$ cat src/rtl/spi_daisy_slave_if.sv
// SPI responder bus bundle: serial pins plus the parallel transmit/receive
// handshake. The slave modport is the responder's view; the master modport
// is the view of whoever drives the pins and the transmit queue.
interface spi_daisy_slave_if #(
  parameter int p_WORD_LEN = 8
);
  logic                  i_sclk;
  logic                  i_mosi;
  logic                  i_ss;
  logic [p_WORD_LEN-1:0] i_data;
  logic                  i_dv;
  logic                  o_miso;
  logic [p_WORD_LEN-1:0] o_data;
  logic                  o_dv;
  logic                  o_busy;

  modport slave (
    input  i_sclk, i_mosi, i_ss, i_data, i_dv,
    output o_miso, o_data, o_dv, o_busy
  );

  modport master (
    output i_sclk, i_mosi, i_ss, i_data, i_dv,
    input  o_miso, o_data, o_dv, o_busy
  );
endinterface

$ cat src/rtl/spi_daisy_slave.sv
// Daisy-chainable SPI mode-0 responder, MSB first, fully in the i_clk domain.
// SCLK/MOSI/SS are oversampled; a received word is passed through as the next
// transmitted word unless a new word was queued via i_dv.
// Optional macro SPI_DAISY_SLAVE_OVERRUN_EN adds o_overrun, flagging a queued
// transmit word that was overwritten before being sent.
module spi_daisy_slave #(
  parameter int p_WORD_LEN    = 8,
  parameter int p_SYNC_STAGES = 2
) (
  input  logic               i_clk,
  input  logic               i_rst,
  spi_daisy_slave_if.slave   spi
`ifdef SPI_DAISY_SLAVE_OVERRUN_EN
  ,
  output logic               o_overrun
`endif
);

  localparam int CW = (p_WORD_LEN > 2) ? $clog2(p_WORD_LEN) : 1;

  typedef enum logic {IDLE, ACTIVE} state_e;

  logic [p_SYNC_STAGES-1:0] sclk_sync_q;
  logic [p_SYNC_STAGES-1:0] mosi_sync_q;
  logic [p_SYNC_STAGES-1:0] ss_sync_q;
  logic                     sclk_prev_q;
  logic                     ss_prev_q;

  logic sclk_s, mosi_s, ss_s;
  logic sclk_rise, sclk_fall, ss_fall, ss_rise;

  state_e                state_q;
  logic [p_WORD_LEN-1:0] shreg_q;
  logic [p_WORD_LEN-1:0] txbuf_q;
  logic                  pending_q;
  logic [CW-1:0]         bitcnt_q;
  logic                  cap_q;
  logic                  word_done_q;
  logic [p_WORD_LEN-1:0] data_q;
  logic                  dv_q;
  logic                  busy_q;
`ifdef SPI_DAISY_SLAVE_OVERRUN_EN
  logic                  overrun_q;
`endif

  // Synchronizers and edge-history flops. Deliberately not reset: a reset
  // taken while SS is held low must not manufacture an SS falling edge, so
  // resuming still needs a genuine deassert/reassert of SS.
  always_ff @(posedge i_clk) begin
    sclk_sync_q <= {sclk_sync_q[p_SYNC_STAGES-2:0], spi.i_sclk};
    mosi_sync_q <= {mosi_sync_q[p_SYNC_STAGES-2:0], spi.i_mosi};
    ss_sync_q   <= {ss_sync_q[p_SYNC_STAGES-2:0], spi.i_ss};
    sclk_prev_q <= sclk_sync_q[p_SYNC_STAGES-1];
    ss_prev_q   <= ss_sync_q[p_SYNC_STAGES-1];
  end

  assign sclk_s    = sclk_sync_q[p_SYNC_STAGES-1];
  assign mosi_s    = mosi_sync_q[p_SYNC_STAGES-1];
  assign ss_s      = ss_sync_q[p_SYNC_STAGES-1];
  assign sclk_rise = sclk_s & ~sclk_prev_q & ~ss_s;
  assign sclk_fall = ~sclk_s & sclk_prev_q & ~ss_s;
  assign ss_fall   = ~ss_s & ss_prev_q;
  assign ss_rise   = ss_s & ~ss_prev_q;

  // Select FSM, transmit queue, shift register and registered outputs.
  always_ff @(posedge i_clk) begin
    if (i_rst) begin
      state_q     <= IDLE;
      shreg_q     <= '0;
      txbuf_q     <= '0;
      pending_q   <= 1'b0;
      bitcnt_q    <= '0;
      cap_q       <= 1'b0;
      word_done_q <= 1'b0;
      data_q      <= '0;
      dv_q        <= 1'b0;
      busy_q      <= 1'b0;
`ifdef SPI_DAISY_SLAVE_OVERRUN_EN
      overrun_q   <= 1'b0;
`endif
    end else begin
      dv_q <= 1'b0;
      if (spi.i_dv) txbuf_q <= spi.i_data;
`ifdef SPI_DAISY_SLAVE_OVERRUN_EN
      if (ss_rise)                       overrun_q <= 1'b0;
      else if (spi.i_dv && pending_q)    overrun_q <= 1'b1;
`endif
      case (state_q)
        IDLE: begin
          // A word queued while idle goes straight into the shifter so it is
          // on MISO before the first SCLK edge.
          if (spi.i_dv) begin
            shreg_q   <= spi.i_data;
            pending_q <= 1'b0;
          end else if (ss_fall && pending_q) begin
            shreg_q   <= txbuf_q;
            pending_q <= 1'b0;
          end
          if (ss_fall) begin
            state_q     <= ACTIVE;
            busy_q      <= 1'b1;
            bitcnt_q    <= '0;
            word_done_q <= 1'b0;
          end
        end
        ACTIVE: begin
          if (spi.i_dv) pending_q <= 1'b1;
          if (ss_rise) begin
            state_q     <= IDLE;
            busy_q      <= 1'b0;
            bitcnt_q    <= '0;
            word_done_q <= 1'b0;
          end else if (sclk_rise) begin
            cap_q <= mosi_s;
            if (bitcnt_q == CW'(p_WORD_LEN - 1)) begin
              data_q      <= {shreg_q[p_WORD_LEN-2:0], mosi_s};
              dv_q        <= 1'b1;
              bitcnt_q    <= '0;
              word_done_q <= 1'b1;
            end else begin
              bitcnt_q <= bitcnt_q + 1'b1;
            end
          end else if (sclk_fall) begin
            // At a word boundary a queued word (or one arriving this very
            // cycle, which wins) replaces the shifter; otherwise the final
            // shift leaves the received word in place for pass-through.
            word_done_q <= 1'b0;
            if (word_done_q && (pending_q || spi.i_dv)) begin
              shreg_q   <= spi.i_dv ? spi.i_data : txbuf_q;
              pending_q <= 1'b0;
            end else begin
              shreg_q <= {shreg_q[p_WORD_LEN-2:0], cap_q};
            end
          end
        end
        default: state_q <= IDLE;
      endcase
    end
  end

  assign spi.o_miso = shreg_q[p_WORD_LEN-1];
  assign spi.o_data = data_q;
  assign spi.o_dv   = dv_q;
  assign spi.o_busy = busy_q;
`ifdef SPI_DAISY_SLAVE_OVERRUN_EN
  assign o_overrun  = overrun_q;
`endif

endmodule
$ cat src/flat_wrapper.sv
// flat-port wrapper written by rule: the top's interface ports become plain ports
module spi_daisy_slave_flat 
#(
  parameter int p_WORD_LEN    = 8,
  parameter int p_SYNC_STAGES = 2
)
  (i_clk, i_rst, spi_i_sclk, spi_i_mosi, spi_i_ss, spi_i_data, spi_i_dv, spi_o_miso, spi_o_data, spi_o_dv, spi_o_busy);
  spi_daisy_slave_if #(.p_WORD_LEN(p_WORD_LEN)) spi_i ();
  input  logic i_clk;
  input  logic i_rst;
  input wire logic [$bits(spi_i.i_sclk)-1:0] spi_i_sclk;
  input wire logic [$bits(spi_i.i_mosi)-1:0] spi_i_mosi;
  input wire logic [$bits(spi_i.i_ss)-1:0] spi_i_ss;
  input wire logic [$bits(spi_i.i_data)-1:0] spi_i_data;
  input wire logic [$bits(spi_i.i_dv)-1:0] spi_i_dv;
  output wire logic [$bits(spi_i.o_miso)-1:0] spi_o_miso;
  output wire logic [$bits(spi_i.o_data)-1:0] spi_o_data;
  output wire logic [$bits(spi_i.o_dv)-1:0] spi_o_dv;
  output wire logic [$bits(spi_i.o_busy)-1:0] spi_o_busy;
  assign spi_i.i_sclk = spi_i_sclk;
  assign spi_i.i_mosi = spi_i_mosi;
  assign spi_i.i_ss = spi_i_ss;
  assign spi_i.i_data = spi_i_data;
  assign spi_i.i_dv = spi_i_dv;
  assign spi_o_miso = spi_i.o_miso;
  assign spi_o_data = spi_i.o_data;
  assign spi_o_dv = spi_i.o_dv;
  assign spi_o_busy = spi_i.o_busy;
  spi_daisy_slave #(.p_WORD_LEN(p_WORD_LEN), .p_SYNC_STAGES(p_SYNC_STAGES)) u_core (.i_clk(i_clk), .i_rst(i_rst), .spi(spi_i));
endmodule
$ cat config.mk
export PLATFORM = sky130hd
export DESIGN_NAME = spi_daisy_slave_flat
export DESIGN_NICKNAME = d
export VERILOG_FILES = /design/src/rtl/spi_daisy_slave_if.sv /design/src/rtl/spi_daisy_slave.sv /design/src/flat_wrapper.sv
export SDC_FILE = /design/constraint.sdc
export NUM_CORES = 1
export LEC_CHECK = 0
export CAP_MARGIN = 0
export CORE_UTILIZATION = 55
export DETAILED_ROUTE_END_ITERATION = 10
export PLACE_DENSITY = 0.89
export RECOVER_POWER = 25
export SLEW_MARGIN = 10
export SYNTH_ARGS = -nofsm -noshare
export SYNTH_HDL_FRONTEND = slang
export SYNTH_SLANG_ARGS = --single-unit
$ cat constraint.sdc
create_clock -name i_clk -period 3.5 [get_ports i_clk]
set_input_delay 0.7 -clock i_clk [delete_from_list [all_inputs] [get_ports i_clk]]
set_output_delay 0.7 -clock i_clk [all_outputs]
set_load 0.005 [all_outputs]
==> results.sh, run 1 <==
export IMPL_core_sq_um=2570
export IMPL_area_delta_synth_final_pct=19.7
export IMPL_cap_violations=0
export IMPL_ir_worst_vdd_v=0.000420
export IMPL_nNetsFinal=198
export IMPL_htreeDepth=2
export IMPL_period_minus_slack_ps=2210
export IMPL_yosysWarnings=0
export IMPL_fillers=208
export IMPL_worst_setup_path_start_kind="primary input"
export IMPL_synth_top_area_cell="dfxtp_1"
export IMPL_finalSetupViolCount=0
export IMPL_dr_pass1_iters=4
export IMPL_rsz0062_at_grt="false"
export IMPL_wl_per_cell_um=14.4
export IMPL_worst_slew_pin_slew_ps=808
export IMPL_power_total_mw=0.837
export IMPL_drt_iter0_drc=57
export IMPL_gp_congestion=0.774
export IMPL_syn_nets=177
export IMPL_synthTopCellsByArea="dfxtp_1 53%, mux2i_1 7.1%, a21oi_1 6.4%"
export IMPL_setup_tns_ps=0
export IMPL_numPortBuffers=24
export IMPL_drc=0
export IMPL_syn_avg_cell_area_sq_um=9.68
export IMPL_die_h_um=55.2
export IMPL_grt_antenna_before_repair=0
export IMPL_synth_top_area_share_pct=52.7
export IMPL_pre_cts_slack_ps=958
export IMPL_dp_cells=205
export IMPL_post_cts_buffers=0
export IMPL_synthesis_area_sq_um=1560
export IMPL_grt_first_pass_wirelength_um=5160
export IMPL_antenna_left=0
export IMPL_clk_pin_slew_ps=110
export IMPL_final_util_pct=72.6
export IMPL_clk_latency_ps=340
export IMPL_p_leak_nw=0.714
export IMPL_die_w_um=55.2
export IMPL_drive_above_1_share_pct=7.10
export IMPL_cp_max_fo=16
export IMPL_wl_um=3060
export IMPL_ys_types=32
export IMPL_stdcell_count=213
export IMPL_p_per_area_nw_per_um2=449
export IMPL_end_kind="register"
export IMPL_grt_start_max_net_pins=28
export IMPL_timing_final_ws_setup_ps=1290
export IMPL_first_global_vias=1182
export IMPL_cts_made_buffers=5
export IMPL_crit_arrival_ps=2440
export IMPL_cts_hold_buf=0
export IMPL_root_buffer="clkbuf_4"
export IMPL_viasPerCell=5.81
export IMPL_clock_sinks=41
export IMPL_status="finished clean"
export IMPL_cts_tree="done"
export IMPL_boundaryPins=25
export IMPL_cts_path_max_buffers=2
export IMPL_synth_seq_cells=41
export IMPL_track_usage_pct=21.5
export IMPL_rows=18
export IMPL_n_antenna_cell=0
export IMPL_fin_skew_ps=9.21
export IMPL_dieArea_sq_um=3050
export IMPL_ys_seq_area_share_pct=52.7
export IMPL_hold_viol_final=0
export IMPL_crit_type="in -> reg"
export IMPL_hold_class="reg -> reg"
export IMPL_worstPathRequired_ps=3730
export IMPL_period_share_pct=63.3
export IMPL_grt_overflow=0
export IMPL_slew_viol_final=0
export IMPL_cts_resized=0
export IMPL_dpl_hpwl_um=2210
export IMPL_synth_cells=161
export IMPL_fmax_ghz=0.452
export IMPL_initial_core_util_pct=60.7
export IMPL_max_slew_margin_pct=46.0
export IMPL_vias=1237
worst paths after layout:
check / cells after the start / end / start / slack, ps
setup reg to reg: 4 / u_core.bitcnt_q[0] / u_core.state_q / 1460
setup / recovery: 5 / u_core.shreg_q[4] / spi_i_dv / 1290
hold reg to reg: 0 / u_core.ss_sync_q[1] / u_core.ss_sync_q[0] / 340
hold / removal: 0 / u_core.ss_sync_q[1] / u_core.ss_sync_q[0] / 340
sequential cells by signal, summed over array words and instances, names as in the netlist:
register and count:
u_core.spi.o_data 8, u_core.spi.o_busy 1, u_core.spi.o_dv 1, u_core.bitcnt_q 3, u_core.sclk_prev_q 1, u_core.word_done_q 1
u_core.shreg_q 8, u_core.state_q 1, u_core.mosi_sync_q 2, u_core.pending_q 1, u_core.ss_sync_q 2, u_core.txbuf_q 8
u_core.ss_prev_q 1, u_core.cap_q 1, u_core.sclk_sync_q 2
cells in the final DEF, fill, tap and decap left out, types with 2 or more instances in the layout:
master	synthesis	final
dfxtp_1	41	41
a21oi_1	20	20
clkdlybuf4s50_1	0	20
nor2_1	15	15
nand2_1	14	14
mux2i_1	11	11
a31oi_1	8	8
o2bb2ai_1	8	8
nand3_1	8	8
clkbuf_4	0	5
dlygate4sd3_1	0	4
nor3b_1	2	2
nand2b_1	2	2
and3_1	2	2
nor2b_1	2	2
ha_1	2	2
clkbuf_8	0	2
synth_stat cells:
| cell type | number |
|---|---|
| a211oi_1 | 1 |
| and2b_1 | 1 |
| a21oi_1 | 20 |
| nor2b_1 | 2 |
| or4_1 | 1 |
| and3b_1 | 1 |
| ha_1 | 2 |
| buf_2 | 3 |
| inv_1 | 1 |
| and4bb_4 | 1 |
| o32a_1 | 1 |
| nand2_1 | 14 |
| dfxtp_1 | 41 |
| nand2b_1 | 2 |
| a211oi_4 | 1 |
| o2bb2ai_1 | 8 |
| buf_4 | 1 |
| o21ai_2 | 1 |
| nor3b_1 | 2 |
| buf_1 | 1 |
| nand3_1 | 8 |
| nor2_1 | 15 |
| nand3b_1 | 1 |
| nor3_1 | 1 |
| xor2_1 | 1 |
| a31oi_1 | 8 |
| mux2i_1 | 11 |
| clkbuf_1 | 6 |
| and3_1 | 2 |
| a2bb2oi_1 | 1 |
| nand2_2 | 1 |
| o21ai_0 | 1 |
layer usage:
| metal | global-route usage, % | up-vias | wire length (um) |
|---|---|---|---|
| met5 | 0 | - | 0 |
| met4 | 7.50 | 0 | 48 |
| met3 | 7.96 | 6 | 114 |
| met2 | 37.9 | 30 | 1570 |
| met1 | 23.5 | 588 | 1330 |
| li1 | - | 613 | - |
kinds of logic after synthesis:
family | share of synthesized area (%)
adder cells (fa/ha/maj) | 1.61
XOR/XNOR | 0.562
AO/OA/AOI/OAI | 18.0
multiplexers | 7.07
buffers and inverters | 3.37
AND/OR/NAND/NOR | 16.7
flip-flops | 52.7
report_power, final:
group	internal [mW]	switching, mW	leakage, nW
logic	0.0394	0.0360	0.336
clock network	0.117	0.141	0.0413
registers	0.486	0.0171	0.337
total	0.642	0.195	0.714
stage by stage:
step	hold slack, ps	area (sq um)
5_1_grt	357	1860
2_1_floorplan	310	1560
3_3_place_gp	311	1790
4_1_cts	340	1860
3_5_place_dp	312	1790
6_report	340	1860
area by class of cell:
type                       count  area (sq um)  share of cell area (%)
timing repair buffer          25           248                    13.3
sequential                    41           821                    44.0
multi-input combinational    108           684                    36.7
inverter                       1          3.75                   0.201
clock inverter                 1          5.00                   0.268
tap                           30          37.5                    2.01
clock buffer                   7          65.1                    3.49
critical path, stage by stage:
cell	delay [ps]
dlygate4sd3_1	760
o21ai_2	560
a21oi_1	150
a31oi_1	200
o2bb2ai_1	80
Power figures use the tool's default switching activity.
==> run 2: changes to the inputs <==
CORE_UTILIZATION = 51   (was 55)
PLACE_DENSITY = 0.84   (was 0.89)
clock period = 2.3 ns   (was 3.5 ns; I/O delays follow)
==> run 2 against run 1 <==
The run now ends with DRC left; sequential power is 51% higher; sequential share of layout area is 1.5 points lower; global-route usage hardly changed; core utilization is 4.5 points lower; combinational power is 66% higher; register-to-register slack worse by 820 ps; die area is 7.5% higher; power is 76% higher; final area is 3.4% higher; final cell count is 2.3% higher; critical path depth is 2 lower; clock power is 130% higher; largest cell class unchanged.
==> results.sh, run 2 (synthesized netlist as in run 1, its figures left out) <==
export IMPL_cap_violations=0
export IMPL_dpl_hpwl_um=2270
export IMPL_grt_antenna_before_repair=0
export IMPL_dr_pass1_iters=7
export IMPL_cp_max_fo=17
export IMPL_rsz0062_at_grt="false"
export IMPL_track_usage_pct=21.5
export IMPL_gp_congestion=0.766
export IMPL_first_global_vias=1261
export IMPL_cts_made_buffers=5
export IMPL_worst_slew_pin_slew_ps=691
export IMPL_p_clk_share_pct=40.0
export IMPL_grt_first_pass_wirelength_um=5340
export IMPL_drt_iter0_drc=55
export IMPL_violations="DRC"
export IMPL_setup_tns_ps=0
export IMPL_reg2reg_from="u_core.bitcnt_q[0]"
export IMPL_power_total_mw=1.47
export IMPL_p_leak_nw=0.745
export IMPL_final_cell_mix="41 x dfxtp_1, 20 x a21oi_1, 19 x clkdlybuf4s50_1"
export IMPL_seqPwrFrac_pct=51.5
export IMPL_max_slew_margin_pct=54.0
export IMPL_fin_skew_ps=7.11
export IMPL_worstHoldEndpoint="u_core.ss_sync_q[1]"
export IMPL_n_antenna_cell=0
export IMPL_viasPerCell=5.77
export IMPL_crit_arrival_ps=1980
export IMPL_clk_pin_slew_ps=120
export IMPL_cts_path_max_buffers=2
export IMPL_p_sw_mw=0.329
export IMPL_pwr_share_comb_pct=8.5
export IMPL_cts_hold_buf=0
export IMPL_period_minus_slack_ps=1760
export IMPL_crit_type="in -> reg"
export IMPL_fmax_ghz=0.567
export IMPL_root_buffer="clkbuf_4"
export IMPL_area_delta_synth_final_pct=23.8
export IMPL_wl_per_cell_um=14.7
export IMPL_hp_start="u_core.ss_sync_q[0]"
export IMPL_internal_power_mw=1.15
export IMPL_antenna_left=0
export IMPL_status="complete, but fails checks"
export IMPL_slew_viol_final=0
export IMPL_htreeDepth=2
export IMPL_end_kind="register"
export IMPL_clk_latency_ps=350
export IMPL_worst_setup_path_start_kind="primary input"
export IMPL_initial_core_util_pct=55.1
export IMPL_p_per_area_nw_per_um2=765
export IMPL_sw_frac_of_total_pct=22.3
export IMPL_boundaryPins=25
export IMPL_die_h_um=57.3
export IMPL_cts_tree="done"
export IMPL_rows=19
export IMPL_drc=2
export IMPL_hold_class="reg -> reg"
export IMPL_r2r_slack_ps=640
export IMPL_drive_above_1_share_pct=8.56
export IMPL_cts_resized=0
export IMPL_die_w_um=57.3
export IMPL_ir_worst_vdd_v=0.000423
export IMPL_reg2reg_depth=4
export IMPL_vias=1257
export IMPL_numPortBuffers=24
export IMPL_period_share_pct=76.6
export IMPL_post_cts_buffers=0
export IMPL_final_common_cell="dfxtp_1"
export IMPL_grt_start_max_net_pins=24
export IMPL_clock_sinks=41
export IMPL_holdWs_ps=341
export IMPL_hold_viol_final=0
export IMPL_nNetsFinal=202
export IMPL_wl_um=3210
export IMPL_core_sq_um=2830
export IMPL_r2r_end="u_core.bitcnt_q[0]"
export IMPL_grt_overflow=0
export IMPL_final_util_pct=68.2
export IMPL_finalSetupViolCount=0
export IMPL_min_path_cells=0
export IMPL_worstPathRequired_ps=2520
export IMPL_dieArea_sq_um=3280
## run 2: cell types whose count changed in the layout (fill, tap and decap cells not counted), sizes merged
cell	previous run	this run
buf	1	4
bufinv	0	2
clkbuf	7	6
clkdlybuf4s50	20	19
clkinv	1	0
dlygate4sd3	4	5
inv	1	2
## run 2: cell type report
class	count	area (sq um)
fill	216	901
sequential	41	821
multi-input combinational	108	684
timing repair buffer	29	274
clock inverter	3	68.8
tap	31	38.8
clock buffer	5	37.5
inverter	1	3.75
## run 2: through the flow
step | setup WS, ps | instances | cell area [sq um]
after global placement | 281 | 210 | 1830
after detailed placement | 254 | 210 | 1830
after global routing | 454 | 218 | 1930
final | 537 | 218 | 1930
after CTS | 595 | 218 | 1930
after floorplan | 814 | 161 | 1560
## run 2: worst max-delay path by stage
stage | from | end | slack (ps)
4_1_cts | u_core.spi.o_busy | spi_o_busy | 590
2_1_floorplan | spi_i_dv | u_core.shreg_q[5] | 810
3_5_place_dp | spi_i_dv | u_core.shreg_q[5] | 250
5_1_grt | i_rst | u_core.spi.o_dv | 450
3_3_place_gp | spi_i_dv | u_core.shreg_q[7] | 280
6_report | i_rst | u_core.word_done_q | 540
## run 2: metal layers
metal,global-route usage [%],up-vias,part of all wire (%)
met2,40.0,23,52
met5,0,-,0
met3,6.35,6,3.0
met4,8.01,0,1.7
met1,22.8,606,43
li1,-,622,-
## run 2: power by group through the flow
| stage | clock (mW) | combinational [mW] | sequential [mW] |
|---|---|---|---|
| 6_report | 0.590 | 0.125 | 0.760 |
| 5_1_grt | 0.635 | 0.136 | 0.764 |
| 4_1_cts | 0.606 | 0.127 | 0.760 |
| 3_5_place_dp | 0 | 0.127 | 0.776 |
| 3_3_place_gp | 0 | 0.122 | 0.774 |
| 2_1_floorplan | 0 | 0.0816 | 0.769 |
## run 2: critical path: stages
cell and delay, ps:
dlygate4sd3_1 800, clkbuf_1 580, nor3_1 130
==> run 3: changes to the inputs <==
CORE_UTILIZATION = 46   (was 51)
PLACE_DENSITY = 0.8   (was 0.84)
clock period = 1.54 ns   (was 2.3 ns; I/O delays follow)
==> run 3 against run 2 <==
The flow now finishes without violations; largest cell class unchanged; routed wire length up 1.8%; critical endpoint is now spi_o_data[0]; largest power group unchanged; final cell count is 11% higher; register-to-register slack got worse by 560 ps; clock power shrank 17%; sequential power is 49% higher; core utilization decreased by 3.4 points; count of clock-buffer cells in the layout increased by 1; clock skew decreased by 2.2 ps.
==> results.sh, run 3 (synthesized netlist as in run 1, its figures left out) <==
export IMPL_status="finished clean"
export IMPL_root_buffer="clkbuf_4"
export IMPL_htreeDepth=2
export IMPL_fmax_ghz=0.668
export IMPL_dr_pass1_iters=4
export IMPL_cts_hold_buf=0
export IMPL_p_leak_nw=0.824
export IMPL_area_delta_synth_final_pct=30.0
export IMPL_n_antenna_cell=0
export IMPL_internal_power_mw=1.40
export IMPL_grt_start_max_net_pins=26
export IMPL_ir_worst_vdd_v=0.000495
export IMPL_path_buf_inv=1
export IMPL_sw_frac_of_total_pct=24.3
export IMPL_max_slew_margin_pct=79.2
export IMPL_cpPeakStageDelay_ps=500
export IMPL_drc=0
export IMPL_drt_iter0_drc=52
export IMPL_pre_cts_slack_ps=-225
export IMPL_fin_skew_ps=4.94
export IMPL_final_util_pct=64.7
export IMPL_worst_slew_pin_slew_ps=312
export IMPL_period_share_pct=97.2
export IMPL_dpl_hpwl_um=2370
export IMPL_worstPathRequired_ps=1230
export IMPL_period_minus_slack_ps=1500
export IMPL_crit_arrival_ps=1190
export IMPL_crit_type="reg -> out"
export IMPL_vias=1287
export IMPL_path_cells="clkdlybuf4s50_1"
export IMPL_wl_per_cell_um=13.4
export IMPL_clock_sinks=41
export IMPL_setup_tns_ps=0
export IMPL_initial_core_util_pct=49.8
export IMPL_rsz0062_at_grt="false"
export IMPL_grt_overflow=0
export IMPL_core_sq_um=3130
export IMPL_nNetsFinal=214
export IMPL_cts_path_max_buffers=2
export IMPL_hold_viol_final=0
export IMPL_p_sw_mw=0.449
export IMPL_hold_class="reg -> reg"
export IMPL_gp_congestion=0.704
export IMPL_viasPerCell=5.30
export IMPL_slew_viol_final=0
export IMPL_end_kind="primary output"
export IMPL_slowest_stage="clkdlybuf4s50_1"
export IMPL_final_common_cell="dfxtp_1"
export IMPL_finalSetupViolCount=0
export IMPL_clk_latency_ps=340
export IMPL_timing_final_ws_setup_ps=43.0
export IMPL_boundaryPins=25
export IMPL_p_per_area_nw_per_um2=914
export IMPL_holdWs_ps=340
export IMPL_wl_um=3270
export IMPL_rows=20
export IMPL_cp_max_fo=2
export IMPL_first_global_vias=1297
export IMPL_dieArea_sq_um=3620
export IMPL_cts_made_buffers=5
export IMPL_antenna_left=0
export IMPL_numPortBuffers=24
export IMPL_die_w_um=60.2
export IMPL_power_total_mw=1.85
export IMPL_final_cell_mix="36 x dfxtp_1, 20 x a21oi_1, 19 x clkdlybuf4s50_1"
export IMPL_grt_antenna_before_repair=0
export IMPL_cap_violations=0
export IMPL_seqPwrFrac_pct=61.3
export IMPL_pwr_share_comb_pct=12.2
export IMPL_cp_top_family="buffers and inverters"
export IMPL_track_usage_pct=19.8
export IMPL_p_clk_share_pct=26.5
export IMPL_cts_tree="done"
export IMPL_worst_setup_path_start_kind="register"
export IMPL_drive_above_1_share_pct=16.6
export IMPL_grt_first_pass_wirelength_um=5310
export IMPL_clk_pin_slew_ps=110
export IMPL_die_h_um=60.2
-- run 3: per-layer routing --
layer | up-vias | global-route usage [%] | wire length [um]
li1 | 647 | - | -
met1 | 618 | 23.2 | 1430
met2 | 20 | 35.0 | 1720
met3 | 2 | 3.90 | 94
met4 | 0 | 7.97 | 16
met5 | - | 0 | 0
-- run 3: metrics by stage --
step	instance area, sq um	std cells
2_1_floorplan	1560	161
3_3_place_gp	1950	234
3_5_place_dp	1950	234
4_1_cts	2010	242
5_1_grt	2020	243
6_report	2020	243
-- run 3: layout make-up --
type                    instances  area, sq um
repair buffers                 41          394
multi-input cells             108          693
clock buffers                   6         41.3
inverters                       1         3.75
flip-flops and latches         41          827
clock inverters                 2         10.0
well taps                      44         55.1
fillers                       269         1100
-- run 3: final timing paths --
kind	startpoint	to	slack, ps	cells after the start
setup / recovery	u_core.spi.o_data[0]	spi_o_data[0]	40	1
hold / removal	u_core.ss_sync_q[0]	u_core.ss_sync_q[1]	340	0
setup reg to reg	u_core.ss_sync_q[1]	u_core.bitcnt_q[0]	80	5
hold reg to reg	u_core.ss_sync_q[0]	u_core.ss_sync_q[1]	340	0
-- run 3: timing repair --
action	CTS	global route
hold endpoints to repair	0	0
gates resized for setup	3	8
buffers inserted	0	1
endpoints found under the setup margin	3	13
-- run 3: power by group through the flow --
stage	clock network [mW]	registers, mW	logic (mW)
after floorplan	0	1.15	0.122
after global placement	0	1.16	0.210
after detailed placement	0	1.16	0.220
after CTS	0.517	1.14	0.222
after global routing	0.558	1.14	0.246
final	0.491	1.13	0.225
